### config.mk
export PLATFORM = sky130hd
export DESIGN_NAME = instr_fetch
export DESIGN_NICKNAME = d
export VERILOG_FILES = /design/src/rtl/cpu_if_pkg.sv /design/src/rtl/instr_fetch.sv
export SDC_FILE = /design/constraint.sdc
export NUM_CORES = 1
export LEC_CHECK = 0
export CAP_MARGIN = 5
export CELL_PAD_IN_SITES_DETAIL_PLACEMENT = 1
export CELL_PAD_IN_SITES_GLOBAL_PLACEMENT = 1
export CORE_ASPECT_RATIO = 2
export CORE_MARGIN = 3
export CORE_UTILIZATION = 36
export CTS_CLUSTER_SIZE = 40
export DETAILED_ROUTE_END_ITERATION = 10
export GPL_ROUTABILITY_DRIVEN = 0
export PLACE_DENSITY_LB_ADDON = 0.08
export SLEW_MARGIN = 15
export SYNTH_ARGS = -nofsm -noshare
export SYNTH_HDL_FRONTEND = slang
export SYNTH_SLANG_ARGS = --single-unit
### constraint.sdc
create_clock -name clk_IF -period 2.41 [get_ports clk_IF]
set_clock_uncertainty 0.15 [all_clocks]
set_input_delay 0.723 -clock clk_IF [delete_from_list [all_inputs] [get_ports clk_IF]]
set_output_delay 0.723 -clock clk_IF [all_outputs]
set_load 0.005 [all_outputs]
### src/rtl/cpu_if_pkg.sv
// rtl/cpu_if_pkg.sv - shared fetch/decode types, constants and helpers
package cpu_if_pkg;

  localparam int TWO_BYTE_BIT = 7;

  typedef enum logic [2:0] {
    S_OP_ADDR,
    S_OP_DATA,
    S_ARG_ADDR,
    S_ARG_DATA,
    S_VALID
  } fetch_state_t;

  function automatic logic is_two_byte(input logic [7:0] opcode);
    return opcode[TWO_BYTE_BIT];
  endfunction

endpackage

### src/rtl/instr_fetch.sv
// rtl/instr_fetch.sv - PC + fetch FSM reading a latency-1 ROM and presenting 1/2-byte instructions
module instr_fetch
  import cpu_if_pkg::*;
#(
  parameter logic [7:0] RESET_VECTOR = 8'h00,
  parameter int         TWO_BYTE_BIT = cpu_if_pkg::TWO_BYTE_BIT
) (
  input  logic       clk_IF,
  input  logic       rstn_IF,
  input  logic       fetch_en_IF,
  output logic [7:0] addr_ROM_IF,
  input  logic [7:0] data_ROM_IF,
  input  logic       jump_en_IF,
  input  logic [7:0] jump_addr_IF,
  output logic       instr_valid_IF,
  input  logic       instr_ready_IF,
  output logic [7:0] opcode_IF,
  output logic [7:0] operand_IF,
  output logic       two_byte_IF,
  output logic [7:0] instr_pc_IF
);

  fetch_state_t state_q, state_d;
  logic [7:0]   pc_q, pc_d;
  logic [7:0]   instr_pc_q, instr_pc_d;
  logic [7:0]   opcode_q, opcode_d;
  logic [7:0]   operand_q, operand_d;

  always_ff @(posedge clk_IF or negedge rstn_IF) begin
    if (!rstn_IF) begin
      state_q    <= S_OP_ADDR;
      pc_q       <= RESET_VECTOR;
      instr_pc_q <= 8'h00;
      opcode_q   <= 8'h00;
      operand_q  <= 8'h00;
    end else begin
      state_q    <= state_d;
      pc_q       <= pc_d;
      instr_pc_q <= instr_pc_d;
      opcode_q   <= opcode_d;
      operand_q  <= operand_d;
    end
  end

  // A jump overrides every state, including a handshake in S_VALID.
  always_comb begin
    state_d = state_q;
    if (jump_en_IF) begin
      state_d = S_OP_ADDR;
    end else begin
      unique case (state_q)
        S_OP_ADDR:  if (fetch_en_IF) state_d = S_OP_DATA;
        S_OP_DATA:  state_d = data_ROM_IF[TWO_BYTE_BIT] ? S_ARG_ADDR : S_VALID;
        S_ARG_ADDR: state_d = S_ARG_DATA;
        S_ARG_DATA: state_d = S_VALID;
        S_VALID:    if (instr_ready_IF) state_d = S_OP_ADDR;
        default:    state_d = S_OP_ADDR;
      endcase
    end
  end

  always_comb begin
    pc_d       = pc_q;
    instr_pc_d = instr_pc_q;
    opcode_d   = opcode_q;
    operand_d  = operand_q;
    if (jump_en_IF) begin
      pc_d = jump_addr_IF;
    end else begin
      unique case (state_q)
        S_OP_ADDR: if (fetch_en_IF) instr_pc_d = pc_q;
        S_OP_DATA: begin
          opcode_d = data_ROM_IF;
          pc_d     = pc_q + 8'd1;
          if (!data_ROM_IF[TWO_BYTE_BIT]) operand_d = 8'h00;
        end
        S_ARG_DATA: begin
          operand_d = data_ROM_IF;
          pc_d      = pc_q + 8'd1;
        end
        default: ;
      endcase
    end
  end

  always_comb begin
    instr_valid_IF = (state_q == S_VALID);
    addr_ROM_IF    = pc_q;
    opcode_IF      = opcode_q;
    operand_IF     = operand_q;
    two_byte_IF    = opcode_q[TWO_BYTE_BIT];
    instr_pc_IF    = instr_pc_q;
  end

endmodule

==> results by stage, run 1 <==
STA:
- Setup violations remaining at the end of the flow were counted as 0.
- The number of endpoints with negative hold slack in the final report is 0.
- The transition time of the tightest slew-check pin is 0.768 ns.
- The final critical-path share of the clock period is 0.898.
- Counting I/O delays and the setup requirement, the final critical path takes 2.16 ns.
- The timing-limited maximum frequency is 462 MHz.
- Adding up every negative setup slack in the final design gives 0 ns.
- The number of max-slew violations in the final report is 0.
- The tightest hold path in the finished design has a slack of 0.356 ns.
- Setup repair after global routing left no endpoint under its margin.
- Headroom to the max-slew limit came out at 0.488.

Detailed routing:
- The detail route stage leaves a number of antenna-violating nets equal to 0.
- The first-pass detailed-route iteration total is 4.
- The via density per instance is 5.14.
- In the routed design, unresolved DRC markers number 0.
- Detailed routing inserted a total of 1187 vias.
- In the final routed layout, each cell accounts on average for 17.4 um.
- After detailed routing, the total wire length is 4030 um.
- After the first detailed-routing iteration, the DRC count stood at 11.

Synth:
- The number of standard cells after synthesis is 120.
- Of the synthesized area, sequential elements account for 0.581.
- In the post-synthesis netlist, the biggest area contributors are sky130_fd_sc_hd__dfrtp_1 (58%), sky130_fd_sc_hd__mux2_2 (12%), sky130_fd_sc_hd__a22o_1 (4.1%).
- Of the total synthesized cell area, the portion taken by AND, OR, NAND and NOR gates is 0.141.
- The synthesized design contains 0 enable-type register cells.
- The complex-gate fraction of the synthesized area is 0.0938.
- The leading register cell type out of synthesis is sky130_fd_sc_hd__dfrtp_1.
- The netlist area before placement is 1510 um^2.
- Of the total synthesized cell area, the portion taken by XOR and XNOR cells is 0.0116.
- The count of different cell masters after synthesis is 30.
- The synthesized net count is 142.
- The count of yosys warnings during synthesis is 0.
- In this run, synthesis produced a sequential element count of 35.
- The mux share of post-synthesis cell area is 0.133.
- Of the total synthesized cell area, the portion taken by full adders, half adders and majority gates is 0.00830.
- The biggest area contributor in the post-synthesis netlist is sky130_fd_sc_hd__dfrtp_1.
- After synthesis, the share of flip-flops with an asynchronous set or reset is 1.00.
- Of the post-synthesis cell area, the dominant cell type holds 0.581.
- A synthesized cell averages 12.6 um^2.
- After synthesis, the largest family of logic cells by area is simple AND/OR/NAND/NOR gates.

Critical path:
- The number of buffers and inverters on the critical path is 1.
- Counting cells, the worst reg-to-reg path comes to 4.
- The type of element capturing the critical path is an output pin.
- Walking the worst path, the cells encountered are clkdlybuf4s50_1.
- The critical path capture point is addr_ROM_IF[4].
- The arrival time at the worst endpoint is 1.29 ns.
- The start of the worst register-to-register path is state_q[0].
- The largest stage delay on the critical path is 0.55 ns.
- The slowest stage cell on the critical path is sky130_fd_sc_hd__clkdlybuf4s50_1.
- Setup slack on the worst reg-to-reg path comes out at 0.65 ns.
- The startpoint class of the critical path is a register.
- The critical path starts at addr_ROM_IF[4].
- Along the worst path, the maximum fanout reaches 6.
- The kind of critical path is register to output pin.
- For the worst setup path, the data required time is 1.54 ns.
- Broken down by cell family, the worst path's largest delay share belongs to buffers and inverters.
- In this run the critical register-to-register path is captured at opcode_IF[3].
- In this run the number of cells on the critical path is 1.

Cells and area:
- The most frequent standard cell in the layout excluding fill and tap cells is sky130_fd_sc_hd__clkdlybuf4s50_1.
- Leaving out filler cells and counting taps, the final layout contains 231.
- The top cell types in the final layout, fill and taps aside, are sky130_fd_sc_hd__clkdlybuf4s50_1 (52), sky130_fd_sc_hd__dfrtp_1 (35), sky130_fd_sc_hd__mux2_2 (16), sky130_fd_sc_hd__nand2_1 (9), sky130_fd_sc_hd__a22o_1 (7).
- The area growth from synthesis to layout is 45.5%.
- The final layout contains 201 nets.
- After routing the design area is 2190 um^2.
- The antenna diode count is 0.
- The post-layout utilization of the core is 0.553.
- The layout cell share with drive strength beyond 1 is 0.183.

GRT:
- The global route total overflow is 0.
- The via count of the first global-routing pass is 1391.
- The first global-routing pass estimated 6690 um of wire.
- The number of antenna violations at the first check in global routing is 0.
- In the global route stage, overall resource usage came out at 0.180.
- Entering global routing, the biggest net connects 36 pins.

Clocking:
- The H-tree was split into 2 levels.
- Buffers inserted during clock tree synthesis total 5.
- For this design, the CTS-stage hold fixing added 0 buffers.
- After clock tree synthesis, the clock-pin slew on the worst setup and hold paths is 0.07 ns.
- The cell chosen for the clock root is sky130_fd_sc_hd__clkbuf_8.
- The clock latency at the later pin of the worst-skew pair is 0.28 ns.
- The CTS tree is built.
- Counting every sink on the clock net gives 35.
- The number of setup buffers added after CTS is 0.
- The number of buffers on the longest clock path is 2.

Die:
- The number of top-level pins is 55.
- The die is 97.5 um tall.
- The row count is 32.
- The starting utilization of the core area is 0.380.
- The region available for standard cell placement spans 3960 um^2.
- The overall die area is 5050 um^2.
- The width of the die is 51.8 um.

Flow run:
- The max capacitance violation total is 0.

Hold path:
- The tightest min-delay check is of the input pin to asynchronous set/reset pin type.

Status:
- The flow ran to the end, and the final reports show no timing, DRC or antenna violations.

Placement:
- Once placement finished, the instance area stood at 2100 um^2.
- The detailed-placement wirelength estimate is 3170 um.
- Once placement completed, the tool counted placed cells totaling 223.
- During placement, the flow inserted port buffers numbering 54.

Power and ir drop:
- IR analysis of the VDD net gives a maximum drop of 0.601 mV.
- The leakage power is 0.951 nW.
- The cell area power density is 744 nW/um^2.
==> worst min-delay path by stage <==
stage / depth (start not counted) / slack, ns / endpoint / from
after CTS: 1 / 0.36 / instr_pc_IF[6] / instr_pc_IF[6]
after global placement: 1 / 0.34 / operand_IF[6] / operand_IF[6]
after global routing: 1 / 0.38 / instr_pc_IF[6] / instr_pc_IF[6]
after floorplan: 0 / 0.28 / addr_ROM_IF[0] / rstn_IF
after detailed placement: 1 / 0.34 / operand_IF[5] / operand_IF[5]
final: 1 / 0.36 / addr_ROM_IF[2] / rstn_IF
==> state kept, by name, indices dropped and copies added (netlist names) <==
| name | cells |
|---|---|
| addr_ROM_IF | 8 |
| state_q | 3 |
| operand_IF | 8 |
| opcode_IF | 8 |
| instr_pc_IF | 8 |
==> repair_timing <==
| action | in CTS | in global routing |
|---|---|---|
| gates cloned | 0 | 0 |
| resized for setup | 1 | 1 |
| setup endpoints to repair | 1 | 1 |
| pin swaps | 0 | 1 |
==> routing by layer <==
layer / vias to the layer above / GRT usage / share of wire
li1: 548 / - / -
met1: 589 / 0.174 / 0.33
met2: 41 / 0.333 / 0.60
met3: 9 / 0.0461 / 0.047
met4: 0 / 0.0869 / 0.027
met5: - / 0 / 0
==> area by class of cell <==
cell class | count | area [um^2]
inverters | 4 | 15.0
repair buffers | 58 | 568
clock buffers | 5 | 68.8
multi-input cells | 75 | 587
flip-flops and latches | 35 | 876
clock inverters | 3 | 15.0
well taps | 51 | 63.8
fillers | 407 | 1770
==> through the flow <==
step / total power, W / setup WS [ns]
CTS: 0.00166 / 0.0160
global route: 0.00172 / 0.182
global placement: 0.00123 / 0.0207
finish: 0.00163 / 0.247
floorplan: 0.000929 / 0.372
detailed placement: 0.00125 / -0.0223
==> Yosys cell counts, types with 2 or more instances <==
cell type	count
sky130_fd_sc_hd__nand3_1	5
sky130_fd_sc_hd__nor2_1	4
sky130_fd_sc_hd__nand2_1	9
sky130_fd_sc_hd__o211ai_1	4
sky130_fd_sc_hd__mux2_2	16
sky130_fd_sc_hd__clkbuf_1	2
sky130_fd_sc_hd__buf_2	2
sky130_fd_sc_hd__buf_4	2
sky130_fd_sc_hd__o21ai_0	4
sky130_fd_sc_hd__nor2b_1	2
sky130_fd_sc_hd__mux2i_1	2
sky130_fd_sc_hd__dfrtp_1	35
sky130_fd_sc_hd__inv_1	4
sky130_fd_sc_hd__o31ai_1	2
sky130_fd_sc_hd__or4_1	5
sky130_fd_sc_hd__xnor2_1	2
sky130_fd_sc_hd__a22o_1	7
==> logic make-up after synthesis <==
family | count (synthesis)
adders and majority gates | 1
DFF | 35
muxes | 18
AOI/OAI and AO/OA | 19
xor gates and xnor gates | 2
buffers and inverters | 10
and+or+nand+nor | 35
==> power by group <==
group	switching, W	total [W]	internal [W]	leakage (nW)
sequential	0.0000775	0.000775	0.000698	0.438
clock	0.000204	0.000401	0.000197	0.0477
combinational	0.000144	0.000455	0.000312	0.466
(Power assumes the default switching activity.)
==> run 2: changes to the inputs <==
--- a/config.mk
+++ b/config.mk
@@ -11,7 +11,6 @@
 export CORE_ASPECT_RATIO = 2
 export CORE_MARGIN = 3
 export CORE_UTILIZATION = 36
-export CTS_CLUSTER_SIZE = 40
 export DETAILED_ROUTE_END_ITERATION = 10
 export GPL_ROUTABILITY_DRIVEN = 0
 export PLACE_DENSITY_LB_ADDON = 0.08
==> results of run 2 <==
Same layout as run 1: the final DEF is identical, and so are final timing and power.
